$ cat src/rtl/uart_pkg.sv
// uart_pkg: baud table, rate codes and FSM state type shared by the UART transmitter and receiver
package uart_pkg;
   localparam logic [1:0] RATE_9600   = 2'd0;
   localparam logic [1:0] RATE_19200  = 2'd1;
   localparam logic [1:0] RATE_57600  = 2'd2;
   localparam logic [1:0] RATE_115200 = 2'd3;
   localparam int BAUD_TABLE [4] = '{9600, 19200, 57600, 115200};
   typedef enum logic [2:0] {IDLE, START, DATA, PARITY, STOP} uart_state_t;
   function automatic logic [31:0] baud_div(input int clk_hz, input int rate);
      return 32'(clk_hz / BAUD_TABLE[rate]);
   endfunction
endpackage

$ cat src/rtl/uart_tx_if.sv
// uart_tx_if: byte-write, rate-select, status and serial-line signals of the UART transmitter
interface uart_tx_if;
   logic [7:0] iData;
   logic       iWRen;
   logic [1:0] iRate;
   logic       TX;
   logic       oFIFO_FULL;
   logic       oFIFO_EMPTY;
   logic       oBusy;
   modport master (output iData, iWRen, iRate, input TX, oFIFO_FULL, oFIFO_EMPTY, oBusy);
   modport slave  (input iData, iWRen, iRate, output TX, oFIFO_FULL, oFIFO_EMPTY, oBusy);
endinterface

$ cat src/rtl/uart_tx_fifo.sv
// uart_tx_fifo: power-of-two byte FIFO with wrapping pointers and an occupancy count
module uart_tx_fifo #(
   parameter int FIFO_DEPTH = 8
) (
   input  logic       clk,
   input  logic       reset,
   input  logic       push,
   input  logic       pop,
   input  logic [7:0] din,
   output logic [7:0] dout,
   output logic       full,
   output logic       empty
);
   localparam int AW = $clog2(FIFO_DEPTH);
   logic [7:0]    mem [FIFO_DEPTH];
   logic [AW-1:0] wr, rd;
   logic [AW:0]   cnt;
   logic          push_ok, pop_ok;
   assign full    = cnt == (AW+1)'(FIFO_DEPTH);
   assign empty   = cnt == '0;
   assign push_ok = push && !full;
   assign pop_ok  = pop && !empty;
   assign dout    = mem[rd];
   // storage write; a push while full is dropped even if a pop happens in the same cycle
   always_ff @(posedge clk)
      if (push_ok && !reset) mem[wr] <= din;
   // pointers wrap naturally at the power-of-two depth; count tracks occupancy
   always_ff @(posedge clk)
      if (reset) begin
         wr  <= '0;
         rd  <= '0;
         cnt <= '0;
      end else begin
         if (push_ok) wr <= wr + AW'(1);
         if (pop_ok) rd <= rd + AW'(1);
         cnt <= cnt + (AW+1)'(push_ok) - (AW+1)'(pop_ok);
      end
endmodule

$ cat src/rtl/uart_tx.sv
// uart_tx: FIFO-buffered 8N1 UART transmitter; define UART_TX_PARITY_EN for an even-parity bit
module uart_tx
   import uart_pkg::*;
#(
   parameter int CLK_HZ     = 100_000_000,
   parameter int FIFO_DEPTH = 8
) (
   input logic     clk,
   input logic     reset,
   uart_tx_if.slave bus
);
   localparam logic [31:0] DIV_TAB [4] = '{baud_div(CLK_HZ, 0), baud_div(CLK_HZ, 1),
                                          baud_div(CLK_HZ, 2), baud_div(CLK_HZ, 3)};
   uart_state_t state;
   logic [7:0]  fifo_data, dat;
   logic [31:0] div, cnt;
   logic [2:0]  idx;
   logic        fifo_empty, fifo_full, pop, tx, busy, bit_end;
   assign pop             = (state == IDLE) && !fifo_empty;
   assign bit_end         = cnt == div - 32'd1;
   assign bus.TX          = tx;
   assign bus.oBusy       = busy;
   assign bus.oFIFO_FULL  = fifo_full;
   assign bus.oFIFO_EMPTY = fifo_empty;
   uart_tx_fifo #(.FIFO_DEPTH(FIFO_DEPTH)) u_fifo (
      .clk  (clk),
      .reset(reset),
      .push (bus.iWRen),
      .pop  (pop),
      .din  (bus.iData),
      .dout (fifo_data),
      .full (fifo_full),
      .empty(fifo_empty)
   );
   // frame sequencer: byte and rate are latched at the pop, every bit lasts div clocks
   always_ff @(posedge clk)
      if (reset) begin
         state <= IDLE;
         tx    <= 1'b1;
         busy  <= 1'b0;
         cnt   <= '0;
         idx   <= '0;
         div   <= '0;
         dat   <= '0;
      end else begin
         cnt <= (state == IDLE || bit_end) ? '0 : cnt + 32'd1;
         case (state)
            IDLE: if (!fifo_empty) begin
               state <= START;
               tx    <= 1'b0;
               busy  <= 1'b1;
               dat   <= fifo_data;
               div   <= DIV_TAB[bus.iRate];
            end
            START: if (bit_end) begin
               state <= DATA;
               tx    <= dat[0];
               idx   <= '0;
            end
            DATA: if (bit_end) begin
               if (idx == 3'd7) begin
`ifdef UART_TX_PARITY_EN
                  state <= PARITY;
                  tx    <= ^dat;
`else
                  state <= STOP;
                  tx    <= 1'b1;
`endif
               end else begin
                  idx <= idx + 3'd1;
                  tx  <= dat[idx + 3'd1];
               end
            end
`ifdef UART_TX_PARITY_EN
            PARITY: if (bit_end) begin
               state <= STOP;
               tx    <= 1'b1;
            end
`endif
            STOP: if (bit_end) begin
               state <= IDLE;
               busy  <= 1'b0;
            end
            default: state <= IDLE;
         endcase
      end
endmodule

$ cat src/flat_wrapper.sv
// flat-port wrapper written by rule: the top's interface ports become plain ports
module uart_tx_flat import uart_pkg::*;
#(
   parameter int CLK_HZ     = 100_000_000,
   parameter int FIFO_DEPTH = 8
)
  (clk, reset, bus_iData, bus_iWRen, bus_iRate, bus_TX, bus_oFIFO_FULL, bus_oFIFO_EMPTY, bus_oBusy);
  uart_tx_if bus_i ();
  input logic clk;
  input logic reset;
  input wire logic [$bits(bus_i.iData)-1:0] bus_iData;
  input wire logic [$bits(bus_i.iWRen)-1:0] bus_iWRen;
  input wire logic [$bits(bus_i.iRate)-1:0] bus_iRate;
  output wire logic [$bits(bus_i.TX)-1:0] bus_TX;
  output wire logic [$bits(bus_i.oFIFO_FULL)-1:0] bus_oFIFO_FULL;
  output wire logic [$bits(bus_i.oFIFO_EMPTY)-1:0] bus_oFIFO_EMPTY;
  output wire logic [$bits(bus_i.oBusy)-1:0] bus_oBusy;
  assign bus_i.iData = bus_iData;
  assign bus_i.iWRen = bus_iWRen;
  assign bus_i.iRate = bus_iRate;
  assign bus_TX = bus_i.TX;
  assign bus_oFIFO_FULL = bus_i.oFIFO_FULL;
  assign bus_oFIFO_EMPTY = bus_i.oFIFO_EMPTY;
  assign bus_oBusy = bus_i.oBusy;
  uart_tx #(.CLK_HZ(CLK_HZ), .FIFO_DEPTH(FIFO_DEPTH)) u_core (.clk(clk), .reset(reset), .bus(bus_i));
endmodule
$ cat config.mk
export PLATFORM = sky130hd
export DESIGN_NAME = uart_tx_flat
export DESIGN_NICKNAME = d
export VERILOG_FILES = /design/src/rtl/uart_pkg.sv /design/src/rtl/uart_tx_if.sv /design/src/rtl/uart_tx_fifo.sv /design/src/rtl/uart_tx.sv /design/src/flat_wrapper.sv
export SDC_FILE = /design/constraint.sdc
export NUM_CORES = 1
export LEC_CHECK = 0
export BUFFER_PORTS_ARGS = -buffer_cell sky130_fd_sc_hd__buf_2
export CAP_MARGIN = 20
export CORE_AREA = 2 2 133 96
export DETAILED_ROUTE_END_ITERATION = 8
export DIE_AREA = 0 0 135 98
export GPL_TIMING_DRIVEN = 0
export PLACE_DENSITY = 0.73
export SLEW_MARGIN = 40
export SYNTH_ARGS = -nofsm -noshare
export SYNTH_HDL_FRONTEND = slang
export SYNTH_HIERARCHICAL = 1
export SYNTH_SLANG_ARGS = --single-unit
$ cat constraint.sdc
create_clock -name clk -period 3.8 [get_ports clk]
set_input_delay 0.38 -clock clk [delete_from_list [all_inputs] [get_ports clk]]
set_output_delay 0.38 -clock clk [all_outputs]
set_load 0.02 [all_outputs]
==> results by group <==
Run status
  – Status: completed

Timing
  – Final Hold Vio Count: 0
  – Final setup vio count: 0
  – Max Fclk: 0.2867 GHz
  – PnR worst setup slack: 0.3125 ns
  – Setup TNS: 0 ns
  – Slew headroom: 0.4542
  – Worst slew pin tran: 0.8142 ns
  – Final period utilization: 0.9178
  – Setup Skew: 0.01203 ns
  – Max Slew Vio Count: 0
  – RSZ-0062 raised after global routing: no
  – Min cycle time layout: 3.488 ns

Global routing
  – GR Overflow Total: 0
  – Largest net degree at the start of global routing: 17
  – Total GRT Usage: 0.2204
  – Global-route wire length before repair: 22270 µm
  – Antenna violations before repair: 0
  – Vias in the first global route: 4350

Routing
  – DRC: 0
  – Vias per cell: 5.608
  – Final wirelength: 13720 µm
  – Iteration-0 DRC Markers: 396
  – Vias: 4335
  – DRT Pass-1 Iters: 4
  – Avg WL per Cell: 17.75 µm
  – ANT nets after route: 0

CTS
  – Clock Pin Slew Worst Setup and Hold Paths: 0.06 ns
  – CTS tree: built
  – Clk root buf: clkbuf_16
  – H-tree depth: 4
  – Post-CTS Hold Buffers: 0
  – CTS Buf Count: 17
  – Worst-case clock buffer depth: 2
  – Clk_lat worst skew: 0.41 ns
  – Post-CTS Setup Inserts: 0
  – CTS sink cnt: 134

Layout
  – Layout area overhead: 16.43%
  – Final cell count without fillers: 773
  – # diodes: 0
  – Commonest non-fill, non-tap cell in the layout: dfxtp_1
  – # nets final: 629
  – Most frequent cells in the layout: 70 x dfxtp_1, 64 x edfxtp_1, 62 x nor2_1
  – Share of post-route cells with drive strength above 1: 0.1604

Setup path
  – Reg-to-reg slack, setup: 0.31 ns
  – CP max FO: 9
  – Critical Path Start Type: flop
  – Crit Path Class: flop to flop
  – Crit-path cells: buf_2 > or4_1 > nor4b_4 > ha_1 > xor2_1 > nor3_1 > nand4_1 > and4b_1 > nand4_4 > or3_1 > buf_2 > mux2i_1
  – Critical-path top delay cell: or4_1
  – Worst path most repeated cell: buf_2
  – Critical Path AT: 3.78 ns
  – CP Capture Type: flop
  – Largest stage delay on the critical path: 0.63 ns
  – Worst endpoint required time: 4.09 ns

Synth
  – Sequential fraction of the synthesis area: 0.5245
  – Top cell type's share of synthesized area: 0.3033
  – EDFF count, synth: 64
  – Post-synthesis simple-gate area fraction: 0.1844
  – Most area-consuming cells after synthesis: edfxtp_1 30%, dfxtp_1 22%, mux4_1 6.2%
  – Syn avg cell area: 11.42 µm²
  – Compound-gate portion of the synthesized area: 0.04206
  – Synthesized cell area: 0.006336 mm²
  – Synth area leader: edfxtp_1
  – Synth Net Count: 586
  – Largest family of logic cells by synthesized area: simple AND/OR/NAND/NOR gates
  – FFs w/ async S/R, synth: 0
  – Syn Inst Count: 555
  – Main synth FF type: dfxtp_1
  – Number of distinct library cells after synthesis: 56
  – Post-synthesis sequential element count: 134
  – Post-Synth Adder-Cell Area: 0.03673
  – XOR/XNOR Fraction of Synth Area: 0.07267
  – YS warnings: 6
  – Mux contribution to synthesized area: 0.1100

Placed design
  – GP Congestion: 0.8306
  – I/O Buffers: 16
  – Placed Cells incl. Taps: 741
  – Setup WS pre-CTS: 0.1886 ns
  – DP Wirelength: 9434 µm

Run
  – Max Cap Viol: 0

Power
  – Power Dens Cells: 684.7 mW/mm²
  – Max VDD drop: 0.0004227 V
  – Leak: 2.640 nW

Floorplan
  – FP Rows: 34
  – Die W: 135 µm
  – Die area: 0.01323 mm²
  – Core area: 0.01208 mm²
  – Initial core utilization: 0.5244
  – Die height: 98 µm
  – IO Count: 17

Min path
  – Hold crit path type: input pin to flop
-- per-stage QoR --
stage	power, mW	util	hold WS, ns	area, µm²
after floorplan	2.861	-	0.4176	6336
after global placement	3.124	0.5478	0.4268	6619
after CTS	5.058	0.6097	0.2264	7366
after global routing	5.303	0.6106	0.2372	7377
final	5.051	0.6106	0.2458	7377
after detailed placement	3.199	0.5550	0.4513	6705
-- final cells by class --
| type | instances | area (µm²) |
|---|---|---|
| Fill cell | 944 | 4705 |
| Sequential cell | 134 | 3323 |
| Multi-Input combinational cell | 380 | 2878 |
| Clock buffer | 18 | 429.2 |
| Clock inverter | 14 | 231.5 |
| Tap cell | 162 | 202.7 |
| Buffer | 27 | 135.1 |
| Timing Repair Buffer | 24 | 125.1 |
| Inverter | 14 | 52.55 |
-- per-layer routing --
metal  wire length (µm)  up-vias  track usage
met5                  0        -            0
met4                168        0      0.06891
met3                758       18      0.05348
met2               6490      108       0.3428
met1               6306     2126       0.3079
li1                   -     2083            -
-- worst paths after layout --
check / start / endpoint / cells past startpoint
max: u_core/div[10]$_SDFFE_PP0P_ / u_core/idx[0]$_SDFFE_PP0P_ / 12
max reg2reg: u_core/div[10]$_SDFFE_PP0P_ / u_core/idx[0]$_SDFFE_PP0P_ / 12
min: bus_iData[7] / u_core/u_fifo/mem[1][7]$_DFFE_PP_ / 1
min reg2reg: u_core/cnt[0]$_SDFF_PP0_ / u_core/cnt[0]$_SDFF_PP0_ / 1
-- report_power, final --
part	switching [mW]	internal (mW)	total [mW]
Sequential	0.131	1.66	1.79
Clock	0.608	1.23	1.84
Combinational	0.799	0.630	1.43
Total	1.54	3.51	5.05
-- critical path, delay by kind of cell, from the launching register on --
| kind | cells | cell delay (ns) |
|---|---|---|
| DFF | 1 | 0.29 |
| and+or+nand+nor | 7 | 2.31 |
| muxes | 1 | 0.12 |
| adders and majority gates | 1 | 0.24 |
| xor gates and xnor gates | 1 | 0.07 |
| buffers and inverters | 2 | 0.34 |
-- cell families (layout without fill, tap and decap cells) --
family	Yosys count	after routing
simple gates	227	227
fa+ha+maj	18	18
xor+xnor	51	51
compound gates	44	44
mux	40	40
flops	134	134
buf+inv	41	97
-- cell usage after synthesis, types with 6 or more instances --
| cell type | count |
|---|---|
| a21oi_1 | 21 |
| mux2i_1 | 10 |
| edfxtp_1 | 64 |
| inv_1 | 14 |
| nand2b_1 | 12 |
| mux4_1 | 15 |
| nand3_1 | 20 |
| nor3_1 | 12 |
| or3_1 | 6 |
| o21ai_0 | 11 |
| clkbuf_1 | 16 |
| dfxtp_1 | 70 |
| ha_1 | 17 |
| mux2_2 | 12 |
| xnor2_1 | 25 |
| nand2_1 | 56 |
| nor2_1 | 63 |
| nand4_1 | 13 |
| xor2_1 | 25 |
| nor4_1 | 6 |
| buf_2 | 8 |
-- flip-flops by register name, indices dropped and copies added (netlist names), named ones only --
register and count:
u_core/idx 3, u_core/u_fifo/cnt 4, u_core/dat 8, u_core/cnt 32, u_core/u_fifo/rd 3, u_core/bus.oBusy 1
u_core/bus.TX 1, u_core/u_fifo/mem 64, u_core/div 9, u_core/u_fifo/wr 3, u_core/state 3
-- repair_timing --
item | in CTS | in global routing
hold endpoints to repair | 0 | 0
gates resized for setup | 0 | 1
endpoints found under the setup margin | 0 | 2
Power figures use the tool's default switching activity.
